==> src/rtl/count_down_ctrl.sv <==
// Control FSM for the 1 kHz count-down timer: preset editing, run/pause/clear,
// and ring handling with buzzer and blink strobes. All outputs are registered.
module count_down_ctrl #(
   parameter int RING_MS  = 10000,
   parameter int BLINK_MS = 500
) (
   input  logic       clk,
   input  logic       rst_n,
   input  logic       key_mode,
   input  logic       key_sel,
   input  logic       key_inc,
   input  logic       key_dec,
   input  logic       key_start,
   input  logic       key_clear,
   input  logic       ring_in,
   output logic       load,
   output logic       clock_en,
   output logic [7:0] hour_bcd_out,
   output logic [7:0] minute_bcd_out,
   output logic [7:0] second_bcd_out,
   output logic [1:0] field_sel,
   output logic       blink,
   output logic       buzzer,
   output logic [2:0] state
);

   typedef enum logic [2:0] {
      S_IDLE  = 3'd0,
      S_SET   = 3'd1,
      S_RUN   = 3'd2,
      S_PAUSE = 3'd3,
      S_RING  = 3'd4
   } state_t;

   localparam int RW = $clog2(RING_MS + 1);
   localparam int BW = $clog2(BLINK_MS + 1);
   localparam logic [RW-1:0] RING_LAST  = RW'(RING_MS - 1);
   localparam logic [BW-1:0] BLINK_LAST = BW'(BLINK_MS - 1);

   state_t        state_q, state_d;
   logic [7:0]    hour_q, hour_d, min_q, min_d, sec_q, sec_d;
   logic [1:0]    fsel_q, fsel_d;
   logic          load_q, load_d, cen_q, cen_d, blink_q, blink_d, buzz_q, buzz_d;
   logic          ring_q;
   logic [RW-1:0] rcnt_q, rcnt_d;
   logic [BW-1:0] bcnt_q, bcnt_d;
   logic          ring_rise, any_key, preset_nz;

   function automatic logic [7:0] bcd_inc(input logic [7:0] v, input logic [7:0] maxv);
      if (v == maxv)          return 8'h00;
      else if (v[3:0] == 4'd9) return {v[7:4] + 4'd1, 4'd0};
      else                    return {v[7:4], v[3:0] + 4'd1};
   endfunction

   function automatic logic [7:0] bcd_dec(input logic [7:0] v, input logic [7:0] maxv);
      if (v == 8'h00)          return maxv;
      else if (v[3:0] == 4'd0) return {v[7:4] - 4'd1, 4'd9};
      else                     return {v[7:4], v[3:0] - 4'd1};
   endfunction

   assign ring_rise = ring_in & ~ring_q;
   assign any_key   = key_mode | key_sel | key_inc | key_dec | key_start | key_clear;
   assign preset_nz = |{hour_q, min_q, sec_q};

   always_comb begin
      state_d = state_q;
      hour_d  = hour_q;
      min_d   = min_q;
      sec_d   = sec_q;
      fsel_d  = fsel_q;
      load_d  = 1'b0;
      rcnt_d  = rcnt_q;
      bcnt_d  = bcnt_q;
      blink_d = blink_q;
      case (state_q)
         S_IDLE: begin
            if (key_clear) begin
               state_d = S_IDLE;
            end else if (key_start) begin
               if (preset_nz) begin
                  state_d = S_RUN;
                  load_d  = 1'b1;
               end
            end else if (key_mode) begin
               state_d = S_SET;
               fsel_d  = 2'd0;
            end
         end
         S_SET: begin
            if (key_clear || key_mode) begin
               state_d = S_IDLE;
               load_d  = 1'b1;
            end else if (key_sel) begin
               fsel_d = (fsel_q == 2'd2) ? 2'd0 : fsel_q + 2'd1;
            end else if (key_inc) begin
               case (fsel_q)
                  2'd0:    sec_d  = bcd_inc(sec_q, 8'h59);
                  2'd1:    min_d  = bcd_inc(min_q, 8'h59);
                  default: hour_d = bcd_inc(hour_q, 8'h23);
               endcase
            end else if (key_dec) begin
               case (fsel_q)
                  2'd0:    sec_d  = bcd_dec(sec_q, 8'h59);
                  2'd1:    min_d  = bcd_dec(min_q, 8'h59);
                  default: hour_d = bcd_dec(hour_q, 8'h23);
               endcase
            end
         end
         S_RUN: begin
            if (ring_rise) begin
               state_d = S_RING;
            end else if (key_clear) begin
               state_d = S_IDLE;
               load_d  = 1'b1;
            end else if (key_start) begin
               state_d = S_PAUSE;
            end
         end
         S_PAUSE: begin
            if (key_clear) begin
               state_d = S_IDLE;
               load_d  = 1'b1;
            end else if (key_start) begin
               state_d = S_RUN;
            end
         end
         S_RING: begin
            if (any_key || rcnt_q == RING_LAST) begin
               state_d = S_IDLE;
               load_d  = 1'b1;
            end
         end
         default: state_d = S_IDLE;
      endcase

      // Counters and blink restart on every state entry; first RUN cycle after load stays disabled.
      cen_d  = (state_d == S_RUN) && !load_d;
      buzz_d = (state_d == S_RING);
      if (state_d != state_q) begin
         bcnt_d  = '0;
         blink_d = 1'b0;
         rcnt_d  = '0;
      end else if (state_q == S_SET || state_q == S_RING) begin
         if (bcnt_q == BLINK_LAST) begin
            bcnt_d  = '0;
            blink_d = ~blink_q;
         end else begin
            bcnt_d = bcnt_q + BW'(1);
         end
         if (state_q == S_RING && rcnt_q != RING_LAST) rcnt_d = rcnt_q + RW'(1);
      end else begin
         bcnt_d  = '0;
         blink_d = 1'b0;
      end
   end

   always_ff @(posedge clk or negedge rst_n) begin
      if (!rst_n) begin
         state_q <= S_IDLE;
         hour_q  <= 8'h00;
         min_q   <= 8'h00;
         sec_q   <= 8'h00;
         fsel_q  <= 2'd0;
         load_q  <= 1'b0;
         cen_q   <= 1'b0;
         blink_q <= 1'b0;
         buzz_q  <= 1'b0;
         ring_q  <= 1'b0;
         rcnt_q  <= '0;
         bcnt_q  <= '0;
      end else begin
         state_q <= state_d;
         hour_q  <= hour_d;
         min_q   <= min_d;
         sec_q   <= sec_d;
         fsel_q  <= fsel_d;
         load_q  <= load_d;
         cen_q   <= cen_d;
         blink_q <= blink_d;
         buzz_q  <= buzz_d;
         ring_q  <= ring_in;
         rcnt_q  <= rcnt_d;
         bcnt_q  <= bcnt_d;
      end
   end

   assign load           = load_q;
   assign clock_en       = cen_q;
   assign hour_bcd_out   = hour_q;
   assign minute_bcd_out = min_q;
   assign second_bcd_out = sec_q;
   assign field_sel      = fsel_q;
   assign blink          = blink_q;
   assign buzzer         = buzz_q;
   assign state          = state_q;

endmodule

==> config.mk <==
export PLATFORM = sky130hd
export DESIGN_NAME = count_down_ctrl
export DESIGN_NICKNAME = d
export VERILOG_FILES = /design/src/rtl/count_down_ctrl.sv
export SDC_FILE = /design/constraint.sdc
export NUM_CORES = 1
export LEC_CHECK = 0
export BUFFER_PORTS_ARGS = -buffer_cell sky130_fd_sc_hd__buf_4
export CAP_MARGIN = 10
export CORE_MARGIN = 4
export CORE_UTILIZATION = 60
export DETAILED_ROUTE_END_ITERATION = 8
export PLACE_DENSITY = 0.8
export SYNTH_ARGS = -nofsm -noshare
export SYNTH_HDL_FRONTEND = slang
export SYNTH_SLANG_ARGS = --single-unit
==> constraint.sdc <==
create_clock -name clk -period 5.8 [get_ports clk]
set_input_delay 1.16 -clock clk [delete_from_list [all_inputs] [get_ports clk]]
set_output_delay 1.16 -clock clk [all_outputs]
set_load 0.005 [all_outputs]
==> tab_implementation.tex <==
\begin{tabular}{lr}
\hline
Metric & Value \\
\hline
\multicolumn{2}{l}{\textbf{Run status}} \\
Outcome & finished clean \\
\multicolumn{2}{l}{\textbf{STA}} \\
Final worst-path setup slack & $\sim$3.1 ns \\
Max Clock Freq & 364 MHz \\
Final critical-path share of the clock period & 47.4\% \\
Fin. Hold Viols & 0 \\
Final count of pins violating max slew & 0 \\
Shortest clock period the worst path allows after layout & approximately 2.7 ns \\
Final setup vio count & 0 \\
RSZ-0062 raised after global routing & no \\
Post-Route Setup TNS & 0 ns \\
Slew at the pin closest to its max-slew limit & roughly 1.1 ns \\
Post-Route Skew & between 0.008 and 0.009 ns \\
Headroom to the max-slew limit & 28.0\% \\
\multicolumn{2}{l}{\textbf{Worst hold path}} \\
Worst hold path class & reg2reg \\
\multicolumn{2}{l}{\textbf{Logic synthesis}} \\
Post-Synthesis Mean Instance Area & 8.57 um\^{}2 \\
FFs w/ async S/R, synth & between 90\% and 100\% \\
Post-synth top area cell & dfrtp\_1 \\
Ranking of synthesized cells by area & dfrtp\_1 37\%, ha\_1 6.1\%, nor2\_1 4.8\% \\
Post-synth net total & about 480 \\
Syn Inst Count & 455 \\
Top cells by count, synth & 57 x dfrtp\_1, 50 x nor2\_1, 35 x nand2\_1, 35 x o21ai\_0, 24 x a21oi\_1 \\
Most used flip-flop cell after synthesis & dfrtp\_1 \\
Post-synth design cell area & between 0.003 and 0.004 mm\^{}2 \\
Number of warnings printed during yosys synthesis & 0 \\
Cell with the most instances after synthesis & dfrtp\_1 \\
Count of state elements after synthesis & 57 \\
Share of the synthesized area in the top cell type & 36.6\% \\
Number of flops mapped to enable cells by yosys & 0 \\
Share of synthesized area occupied by flip-flops and latches & between 30 and 40\% \\
Netlist cell types & 64 \\
\multicolumn{2}{l}{\textbf{Worst setup path}} \\
R2r startpoint & state[2] \\
Worst Setup Start Kind & input port \\
CP Class & in2reg \\
Cells on worst reg2reg path & 5 \\
CP peak stage delay & around 0.7 ns \\
Crit path required time & $\sim$6.0 ns \\
Cell with the biggest individual delay on the critical path & or4b\_1 \\
Top delay family on crit path & simple AND/OR/NAND/NOR gates \\
End of the worst register-to-register path & rcnt\_q[2] \\
CP endpoint & hour\_bcd\_out[5] \\
Worst Setup SP & key\_inc \\
Crit path buf inv count & 2 \\
Worst setup EP type & register \\
Highest fanout seen on the critical path & 32 \\
Arrival time of data at the critical path endpoint & around 3.0 ns \\
Cell depth of the worst setup path & 6 \\
Setup slack of the most critical reg-to-reg path & between 3 and 4 ns \\
Cell breakdown of the critical path & buf\_4 > inv\_1 > a311oi\_1 > or4b\_1 > a221oi\_1 > a21oi\_1 \\
\multicolumn{2}{l}{\textbf{CTS}} \\
CTS tree & yes \\
H-tree level count & 3 \\
Number of buffers created by CTS & 9 \\
Max Root-Sink Buffers & 2 \\
Sinks on Clock Net & 57 \\
Clock tree root driver cell & clkbuf\_8 \\
Clock Latency Late Sink & roughly 0.34 ns \\
Reg clk slew, reported paths & approximately 0.07 ns \\
Post-CTS sizing & 0 \\
Number of buffers inserted by hold repair at cts & 0 \\
Total setup buffers inserted after CTS & 0 \\
\multicolumn{2}{l}{\textbf{Die}} \\
Die span in y & $\sim$89 um \\
DIE WIDTH & 88.6 um \\
Core Rows & 29 \\
Core box area & around 0.0063 mm\^{}2 \\
Initial core utilization & 61.7\% \\
Die Outline Area & 0.00785 mm\^{}2 \\
I/O pin total & 42 \\
\multicolumn{2}{l}{\textbf{Route}} \\
Post-detailed-route via-to-cell ratio & between 6 and 7 \\
DRT Pass-1 Iters & 5 \\
Antenna violation net count after detailed routing & 0 \\
Detailed-route wire length & roughly 8700 um \\
Total number of vias & 3,523 \\
Detailed router's first-iteration violation count & 222 \\
Number of remaining DRC errors & 0 \\
Mean routed wirelength per cell & between 15 and 20 um \\
\multicolumn{2}{l}{\textbf{Global route}} \\
Wire length of the first global-routing pass & between 10,000 and 15,000 um \\
Met1 capacity usage during global routing & 35.1\% \\
Met2 track demand over resource in global routing & 35.2\% \\
Most Crowded Layer GR & met2 \\
Number of antenna violations at the first check in global routing & 0 \\
Global-route track usage on met3 & about 5.5\% \\
Aggregate global routing overflow & 0 \\
Via count of the first global-routing pass & about 3,200 \\
Maximum number of pins on one net before global-route repair & 58 \\
GRT Util Overall & a little under a quarter \\
\multicolumn{2}{l}{\textbf{Pwr}} \\
Switching power as a share of total power & between 30 and 40\% \\
NetSw & about 0.00034 W \\
Sequential group share of total power & between 40\% and 50\% \\
Power Dens Cells & approximately 250 mW/mm\^{}2 \\
Maximum VDD drop & between 200 and 250 uV \\
P\_leak & between 1.5 and 2 nW \\
Combinational share of power & 21.4\% \\
Total internal power & approximately 0.00076 W \\
Clock network fraction of total power & a little over a third \\
\multicolumn{2}{l}{\textbf{Placed design}} \\
HPWL after DPL & 6010 um \\
Post-place setup slack & between 2 and 3 ns \\
Count of input and output buffers & 41 \\
Final GP Congestion & 0.889 \\
\multicolumn{2}{l}{\textbf{Finish}} \\
Proportion of layout cells with a drive suffix above 1 & approximately 14\% \\
Antenna diode count & 0 \\
Synth-to-Final Area Change & 13.4\% \\
Number of fill cells & around 510 \\
Final \#Nets & around 500 \\
\multicolumn{2}{l}{\textbf{Job}} \\
Number of max-cap violations & 0 \\
\hline
\end{tabular}
-- metal layers --
layer	share of wire, %	vias to the layer above
li1	-	1721
met3	7.3	6
met2	44	134
met5	0	-
met4	0.84	0
met1	47	1662
-- kinds of logic after synthesis --
logic type | Yosys count | share of synthesized area, %
and+or+nand+nor | 194 | 27.0
buffers and inverters | 44 | 4.46
adders and majority gates | 19 | 6.10
xor gates and xnor gates | 23 | 5.17
DFF | 57 | 36.6
muxes | 3 | 0.803
AOI/OAI and AO/OA | 115 | 19.9
-- sequential cells by signal, summed over array words and instances (netlist names) --
| register | flops |
|---|---|
| field_sel | 2 |
| ring_q | 1 |
| state | 3 |
| minute_bcd_out | 8 |
| rcnt_q | 14 |
| bcnt_q | 9 |
| second_bcd_out | 8 |
| clock_en | 1 |
| buzzer | 1 |
| hour_bcd_out | 8 |
| blink | 1 |
| load | 1 |
-- stage by stage --
stage	cells	power (W)	util, %	cell area (um^2)	hold slack, ns
4_1_cts	567	0.00111	70.0	4420	0.471
2_1_floorplan	455	0.000622	-	3900	0.424
6_report	567	0.00110	70.0	4420	0.466
5_1_grt	567	0.00117	70.0	4420	0.492
3_3_place_gp	551	0.000695	66.7	4210	0.438
3_5_place_dp	551	0.000702	66.7	4210	0.462
-- final cells by class --
class                   count  area (um^2)  area share [%]
inverters                  22         82.6            1.87
clock inverters             6         82.6            1.87
clock buffers              10          128            2.89
well taps                  77         96.3            2.18
flip-flops and latches     57         1430            32.3
multi-input cells         354         2300            52.0
repair buffers             41          308            6.96
-- worst min path at each step --
stage	start	to	slack (ns)	depth (start not counted)
global placement	bcnt_q[0]	bcnt_q[0]	0.44	1
floorplan	bcnt_q[0]	bcnt_q[0]	0.42	1
detailed placement	bcnt_q[0]	bcnt_q[0]	0.46	1
CTS	bcnt_q[0]	bcnt_q[0]	0.47	1
finish	bcnt_q[0]	bcnt_q[0]	0.47	1
global route	bcnt_q[0]	bcnt_q[0]	0.49	1
-- power by group through the flow --
stage                     Sequential [W]  Combinational (W)  Clock (W)
after floorplan                 0.000447           0.000175          0
after global placement          0.000466           0.000228          0
after detailed placement        0.000468           0.000234          0
after CTS                       0.000461           0.000235   0.000414
after global routing            0.000468           0.000265   0.000434
final                           0.000462           0.000236   0.000404
-- cells in the final DEF (no fill, tap or decap), types with 10 or more instances in the layout --
master / n
a21oi_1: 24
buf_4: 41
dfrtp_1: 57
ha_1: 19
inv_1: 22
nand2_1: 35
nand3_1: 14
nor2_1: 50
nor2b_1: 10
nor3_1: 19
o21ai_0: 35
o31ai_1: 11
xnor2_1: 13
xor2_1: 10
(Power assumes the default switching activity.)
